<file path="config.mk">
export PLATFORM = sky130hd
export DESIGN_NAME = pmodad1_sampler
export DESIGN_NICKNAME = d
export VERILOG_FILES = /design/src/rtl/pmodad1_sampler.sv
export SDC_FILE = /design/constraint.sdc
export NUM_CORES = 1
export LEC_CHECK = 0
export BUFFER_PORTS_ARGS = -buffer_cell sky130_fd_sc_hd__buf_2
export CAP_MARGIN = 10
export CORE_ASPECT_RATIO = 1.5
export CORE_UTILIZATION = 30
export DETAILED_ROUTE_END_ITERATION = 12
export PLACE_DENSITY = 0.43
export SYNTH_ARGS = -nofsm -noshare
export SYNTH_HDL_FRONTEND = slang
export SYNTH_SLANG_ARGS = --single-unit
</file>
<file path="constraint.sdc">
create_clock -name CLK -period 3.6 [get_ports CLK]
set_input_delay 0.72 -clock CLK [delete_from_list [all_inputs] [get_ports CLK]]
set_output_delay 0.72 -clock CLK [all_outputs]
set_load 0.05 [all_outputs]
</file>
<file path="src/rtl/pmodad1_sampler.sv">
`default_nettype none
// ============================================================================
// Module   : pmodad1_sampler
// Function : PmodAD1 dual-channel 12-bit ADC conversion controller with an
//            internal sample timer, manual start and overrun flag.
// Revision : 1.0 - initial release
// ============================================================================
module pmodad1_sampler #(
    parameter int SAMPLE_DIV = 8000,
    parameter int SCLK_HALF  = 5,
    parameter int QUIET      = 10
) (
    input  logic        CLK,
    input  logic        RST_N,
    input  logic        EN,
    input  logic        START,
    input  logic        CLR_OVR,
    input  logic        ADC_D0,
    input  logic        ADC_D1,
    output logic        ADC_CS_N,
    output logic        ADC_SCLK,
    output logic [11:0] DATA0,
    output logic [11:0] DATA1,
    output logic        VALID,
    output logic        BUSY,
    output logic        OVERRUN
);

    localparam int c_TW    = $clog2(SAMPLE_DIV);
    localparam int c_MAXPH = (SCLK_HALF > QUIET) ? SCLK_HALF : QUIET;
    localparam int c_PW    = (c_MAXPH > 1) ? $clog2(c_MAXPH) : 1;

    localparam logic [c_TW-1:0] c_T_LAST = c_TW'(SAMPLE_DIV - 1);
    localparam logic [c_TW-1:0] c_T_ONE  = c_TW'(1);
    localparam logic [c_PW-1:0] c_H_LAST = c_PW'(SCLK_HALF - 1);
    localparam logic [c_PW-1:0] c_Q_LAST = c_PW'(QUIET - 1);
    localparam logic [c_PW-1:0] c_P_ONE  = c_PW'(1);

    typedef enum logic [2:0] {
        S_IDLE  = 3'd0,
        S_SETUP = 3'd1,
        S_SHIFT = 3'd2,
        S_QUIET = 3'd3,
        S_DONE  = 3'd4
    } state_t;

    state_t          r_state;
    state_t          w_state_nxt;
    logic [c_TW-1:0] r_timer;
    logic [c_PW-1:0] r_phase;
    logic [c_PW-1:0] w_phase_nxt;
    logic [3:0]      r_bit;
    logic [3:0]      w_bit_nxt;
    logic            r_low;
    logic            w_low_nxt;
    logic            w_shift_en;
    logic [11:0]     r_sh0;
    logic [11:0]     r_sh1;
    logic            r_cs_n;
    logic            r_sclk;
    logic            r_busy;
    logic            r_valid;
    logic            r_ovr;
    logic [11:0]     r_data0;
    logic [11:0]     r_data1;
    logic            w_tick;
    logic            w_trig;

    assign w_tick = EN && (r_timer == c_T_LAST);
    assign w_trig = w_tick || START;

    always_ff @(posedge CLK) begin
        if (!RST_N || !EN || (r_timer == c_T_LAST)) begin
            r_timer <= '0;
        end else begin
            r_timer <= r_timer + c_T_ONE;
        end
    end

    always_ff @(posedge CLK) begin
        if (!RST_N) begin
            r_state <= S_IDLE;
            r_phase <= '0;
            r_bit   <= '0;
            r_low   <= 1'b0;
        end else begin
            r_state <= w_state_nxt;
            r_phase <= w_phase_nxt;
            r_bit   <= w_bit_nxt;
            r_low   <= w_low_nxt;
        end
    end

    always_comb begin
        w_state_nxt = r_state;
        w_phase_nxt = r_phase;
        w_bit_nxt   = r_bit;
        w_low_nxt   = r_low;
        w_shift_en  = 1'b0;
        case (r_state)
            S_IDLE: begin
                if (w_trig) begin
                    w_state_nxt = S_SETUP;
                    w_phase_nxt = '0;
                end
            end
            S_SETUP: begin
                if (r_phase == c_H_LAST) begin
                    w_state_nxt = S_SHIFT;
                    w_phase_nxt = '0;
                    w_bit_nxt   = '0;
                    w_low_nxt   = 1'b1;
                end else begin
                    w_phase_nxt = r_phase + c_P_ONE;
                end
            end
            S_SHIFT: begin
                if (r_phase == c_H_LAST) begin
                    w_phase_nxt = '0;
                    if (r_low) begin
                        // last cycle of the low phase: data is stable here
                        w_shift_en = 1'b1;
                        w_low_nxt  = 1'b0;
                    end else if (r_bit == 4'd15) begin
                        w_state_nxt = S_QUIET;
                    end else begin
                        w_bit_nxt = r_bit + 4'd1;
                        w_low_nxt = 1'b1;
                    end
                end else begin
                    w_phase_nxt = r_phase + c_P_ONE;
                end
            end
            S_QUIET: begin
                if (r_phase == c_Q_LAST) begin
                    w_state_nxt = S_DONE;
                    w_phase_nxt = '0;
                end else begin
                    w_phase_nxt = r_phase + c_P_ONE;
                end
            end
            S_DONE: begin
                w_state_nxt = S_IDLE;
            end
            default: begin
                w_state_nxt = S_IDLE;
            end
        endcase
    end

    // Outputs are registered from the next-state decode so pins change in
    // the first cycle of each state. Only the 12 data bits are kept: the
    // four leading zeros shift out the top and are never inspected.
    always_ff @(posedge CLK) begin
        if (!RST_N) begin
            r_cs_n  <= 1'b1;
            r_sclk  <= 1'b1;
            r_busy  <= 1'b0;
            r_valid <= 1'b0;
            r_ovr   <= 1'b0;
            r_sh0   <= '0;
            r_sh1   <= '0;
            r_data0 <= '0;
            r_data1 <= '0;
        end else begin
            r_cs_n  <= !((w_state_nxt == S_SETUP) || (w_state_nxt == S_SHIFT));
            r_sclk  <= !((w_state_nxt == S_SHIFT) && w_low_nxt);
            r_busy  <= (w_state_nxt != S_IDLE);
            r_valid <= (w_state_nxt == S_DONE);
            if (w_trig && (r_state != S_IDLE)) begin
                r_ovr <= 1'b1;
            end else if (CLR_OVR) begin
                r_ovr <= 1'b0;
            end
            if (w_shift_en) begin
                r_sh0 <= {r_sh0[10:0], ADC_D0};
                r_sh1 <= {r_sh1[10:0], ADC_D1};
            end
            if (w_state_nxt == S_DONE) begin
                r_data0 <= r_sh0;
                r_data1 <= r_sh1;
            end
        end
    end

    assign ADC_CS_N = r_cs_n;
    assign ADC_SCLK = r_sclk;
    assign BUSY     = r_busy;
    assign VALID    = r_valid;
    assign OVERRUN  = r_ovr;
    assign DATA0    = r_data0;
    assign DATA1    = r_data1;

endmodule
`default_nettype wire

</file>
Yosys cells after proc, flatten, opt, wreduce, memory -nomap -nowiden --
Cells that the tools add are included.
Operators by class: equal/unequal tests 15, multiplexer cells 26, reduce and logical (&&, ||, !) cells 20, add/subtract/negate cells 3
Operator list (number):
- 4-bit 2-to-1 mux | 7
- 3-bit 2-to-1 mux | 6
- 13-bit by 1-bit adder with 13-bit output (second input constant) | 1
- 13-bit == test (second input constant) | 1
- 3-bit case mux with 4 select lines | 1
- 4-bit case mux with 3 select lines | 1
- 2-bit inequality test (second input constant) | 5
- 3-bit by 2-bit == test with 1-bit output (second input constant) | 3
- 1-bit 2-to-1 mux | 9
- 3-bit nonzero test | 3
- 4-bit by 1-bit adder with 4-bit output (second input constant) | 2
- 4-bit == test (second input constant) | 2
- 4-bit case mux with 2 select lines | 1
- 3-bit by 1-bit == test with 1-bit output (second input constant) | 2
- 5-bit AND reduction | 1
- 4-bit by 3-bit == test with 1-bit output (second input constant) | 1
- 1-bit logical NOT | 4
- 1-bit logical OR | 4
- 2-bit nonzero test | 2
- 3-bit == test (second input constant) | 1
- 1-bit logical AND | 3
- 3-bit logical NOT | 1
- 1-bit case mux with 2 select lines | 1
- 2-bit AND reduction | 1
- 2-bit OR reduction | 1
Word-level totals: word-level logic and storage cells 78, bits in registers 78

Longest topological paths before layout --
depth in word-level cells 8, mapped depth 8, depth with buffers taken out 6

Worst setup path before layout --
OpenSTA, ideal clock, no wires.
kind input -> register, start in EN, end reg r_phase[1], data arrival time 1.400 ns, path slack 2.082 ns, library setup time 0.118 ns, cell stages on the path 4, data required time 3.482 ns, path through nor4bb_1 -> nand4_1 -> o21a_1 -> o2bb2ai_1
On the way: longest elaborated chain between the ends 4
RTL lines:
- from (decl) | RTL line 15 | input logic EN,
- 1-bit logical AND | RTL line 69 | assign w_tick = EN && (r_timer == c_T_LAST);
- 1-bit logical OR | RTL line 70 | assign w_trig = w_tick || START;
- 2-bit inequality test (no source line)
- 2-bit AND reduction (no source line)
- to (signal assigned) | RTL line 88 | r_phase <= w_phase_nxt;
- to (decl) | RTL line 50 | logic [c_PW-1:0] r_phase;
No other way between the ends. A chain may end at the register's enable or synchronous reset.

Worst setup path after layout --
start reg r_state[1], end reg r_sh0[5]
On the way: longest elaborated chain between the ends 2
RTL lines:
- from (decl) | RTL line 47 | state_t r_state;
- from (signal assigned) | RTL line 87 | r_state <= w_state_nxt;
- 3-bit by 2-bit == test with 1-bit output | RTL line 100 | case (r_state)
- 1-bit 2-to-1 mux | RTL line 100
- to (signal assigned) | RTL line 176 | r_sh0 <= {r_sh0[10:0], ADC_D0};
- to (decl) | RTL line 57 | logic [11:0] r_sh0;
No other way between the ends.

==> flow_summary.toml <==
[critical_path]
crit_type = "register to register"
start_kind = "register"
worst-path-buf-inv = 0
arrival_ns = 2.28
crit_required_ns = 3.82
critPathTopFamily = "simple AND/OR/NAND/NOR gates"
worst_setup_path_end_kind = "register"
crit_path_max_fanout = 24
crit_slowest_cell = "nand3_1"
critical_path.max_stage_delay_ns = 0.70
crit_chain = "nor3b_4 -> nand3_1 -> nand2_1 -> a21boi_1"
ff2ff_setup_slack_ns = 1.54

[clocking]
cts.sinks = 78
htree_num_levels = 3
clk_latency_ns = 0.34
holdBufCountCts = 0
clockBufferDepth = 2
tritoncts = "built"
cts_buffers = 9
cts-resized-gates = 0
cts_root_buf = "clkbuf_16"
cts_setup_buffers = 0
clk_pin_slew_ns = 0.06

[yosys]
syn_avg_cell_area_um2 = 9.10
netlist_instances = 380
synth.area.top_cells = "dfxtp_1 (45%), nand2_1 (11%), a21boi_2 (6.5%)"
ys_seq_area_frac = 0.452
synth_nets = 392
ys_types = 54
synthArstFlopShare = 0
synthesis.area_um2 = 3460
synth_top_area_frac = 0.452
synth-seq-cells = 78
yosysWarningCount = 0
yosysTopAreaCell = "dfxtp_1"
synth_edf_count = 0
yosys_most_used_dff = "dfxtp_1"

[placed_design]
place_congestion = 0.707
numPortBuffers = 35
post-place-cells = 541
dp_hpwl_um = 4570
place_area_um2 = 3670
place_ws_ns = 1.49

[routing]
post-route-drc-count = 0
drt_iter0_drc = 106
wl_per_cell_um = 12.6
dr_total_vias = 2576
ant_nets = 0
vias_per_cell = 4.62
first_pass_iters = 4
wirelength_um = 7000

[global_routing]
grtUsageTotal = 0.130
grt_max_degree = 33
grt-ovfl-total = 0
grt_pass1_vias = 2469
grt_pass1_wl_um = 11800
grt_antenna_before_repair = 0

[sta]
rsz0062_at_grt = "false"
finalHoldViolCount = 0
slew_headroom = 0.360
period_needed_ns = 2.06
fmaxAchievable_mhz = 486
worst_pin_slew_ns = 0.957
fin_worst_skew_ns = 0.00588
maxSlewViolCount = 0
finalSetupTns_ns = 0
whs_ns = 0.449
fin_ws_ns = 1.54
fin_crit_sh = 0.571
setup_viol = 0

[outcome]
outcome = "completed"

[layout]
layout_commonest_cell = "nand2_1"
syn_to_final_growth_pct = 15.2
design_area_um2 = 3990
fin_util = 0.359
fin_cells = 557
layout.nets = 417
antennaDiodeCount = 0
mostFrequentLayoutCells = "nand2_1 (97), dfxtp_1 (78), buf_2 (35)"
layout-drive-gt1-share = 0.220

[worst_hold_path]
min_path_type = "register to register"

[pwr]
clkPwrFrac = 0.511
power_mw = 1.91
pwr-share-comb = 0.030
p_sw_frac = 0.205
p_leak_nw = 1.44
peakVddDrop_v = 0.000232
power_switching_mw = 0.391
power.density_nw_per_um2 = 479
pwr-share-seq = 0.459
internal-power_mw = 1.52

[floorplanning]
pin_count = 36
die_y_um = 133
rows = 47
fp.dieW_um = 89.7
initial_core_util = 0.311
dieArea_um2 = 12000
core_um2 = 11100

[flow_run]
cap_violations = 0
==> final timing paths <==
kind | start | endpoint | cells past startpoint
max | r_state[1] | r_sh0[5] | 4
min | DATA0[11] | DATA0[11] | 2
max reg2reg | r_state[1] | r_sh0[5] | 4
min reg2reg | DATA0[11] | DATA0[11] | 2
==> layout make-up <==
class                   instances  area, µm²
multi-input cells             273       1710
flip-flops and latches         78       1560
inverters                       6       22.5
well taps                     147        184
repair buffers                 37        190
clock inverters                 3       67.6
fillers                      1194       7130
clock buffers                  13        250
==> kinds of logic (layout without fill, tap and decap cells) <==
logic type      count (synthesis)  in the layout  share of synthesized area
simple gates                  179            179                      0.253
flops                          78             78                      0.452
fa+ha+maj                       5              5                     0.0181
buf+inv                        29             59                     0.0543
mux                             2              2                    0.00579
compound gates                 74             74                      0.185
xor+xnor                       13             13                     0.0329
==> sequential cells by signal (all words and copies together), names as in the netlist <==
name / count
r_phase: 4
r_bit: 4
DATA1: 12
ADC_SCLK: 1
OVERRUN: 1
r_sh1: 12
r_low: 1
r_state: 3
VALID: 1
r_sh0: 12
r_timer: 13
ADC_CS_N: 1
DATA0: 12
BUSY: 1
==> worst register-to-register path, stage by stage, from the launching register on <==
cell      delay, ns
dfxtp_1        0.57
nor3b_4        0.30
nand3_1        0.70
nand2_1        0.28
a21boi_1       0.09
==> per-layer routing <==
layer  vias to the layer above  GRT usage  share of wire
li1                       1331          -              -
met1                      1197      0.154           0.46
met2                        36      0.214           0.49
met3                        12     0.0211          0.025
met4                         0     0.0794          0.029
met5                         -          0              0
==> cell usage after synthesis (3+ instances only) <==
library cell	count
a21boi_2	20
nand2_1	97
o2bb2ai_1	3
nor2_1	19
and3_1	6
a21boi_0	8
nand4_1	6
clkbuf_1	6
nor2b_1	3
ha_1	5
o31ai_1	4
nand3_1	12
dfxtp_1	78
a21boi_1	21
buf_2	7
xnor2_1	6
a21oi_1	6
inv_1	5
nand2_2	10
buf_6	6
xor2_1	7
==> power groups by stage <==
stage                     Combinational (mW)  Clock (mW)  Sequential, mW
after floorplan                       0.0392           0           0.899
after global placement                0.0580           0           0.896
after detailed placement              0.0584           0           0.895
after CTS                             0.0584        1.01           0.876
after global routing                  0.0633        1.04           0.877
final                                 0.0574       0.977           0.876
(Power assumes the default switching activity.)
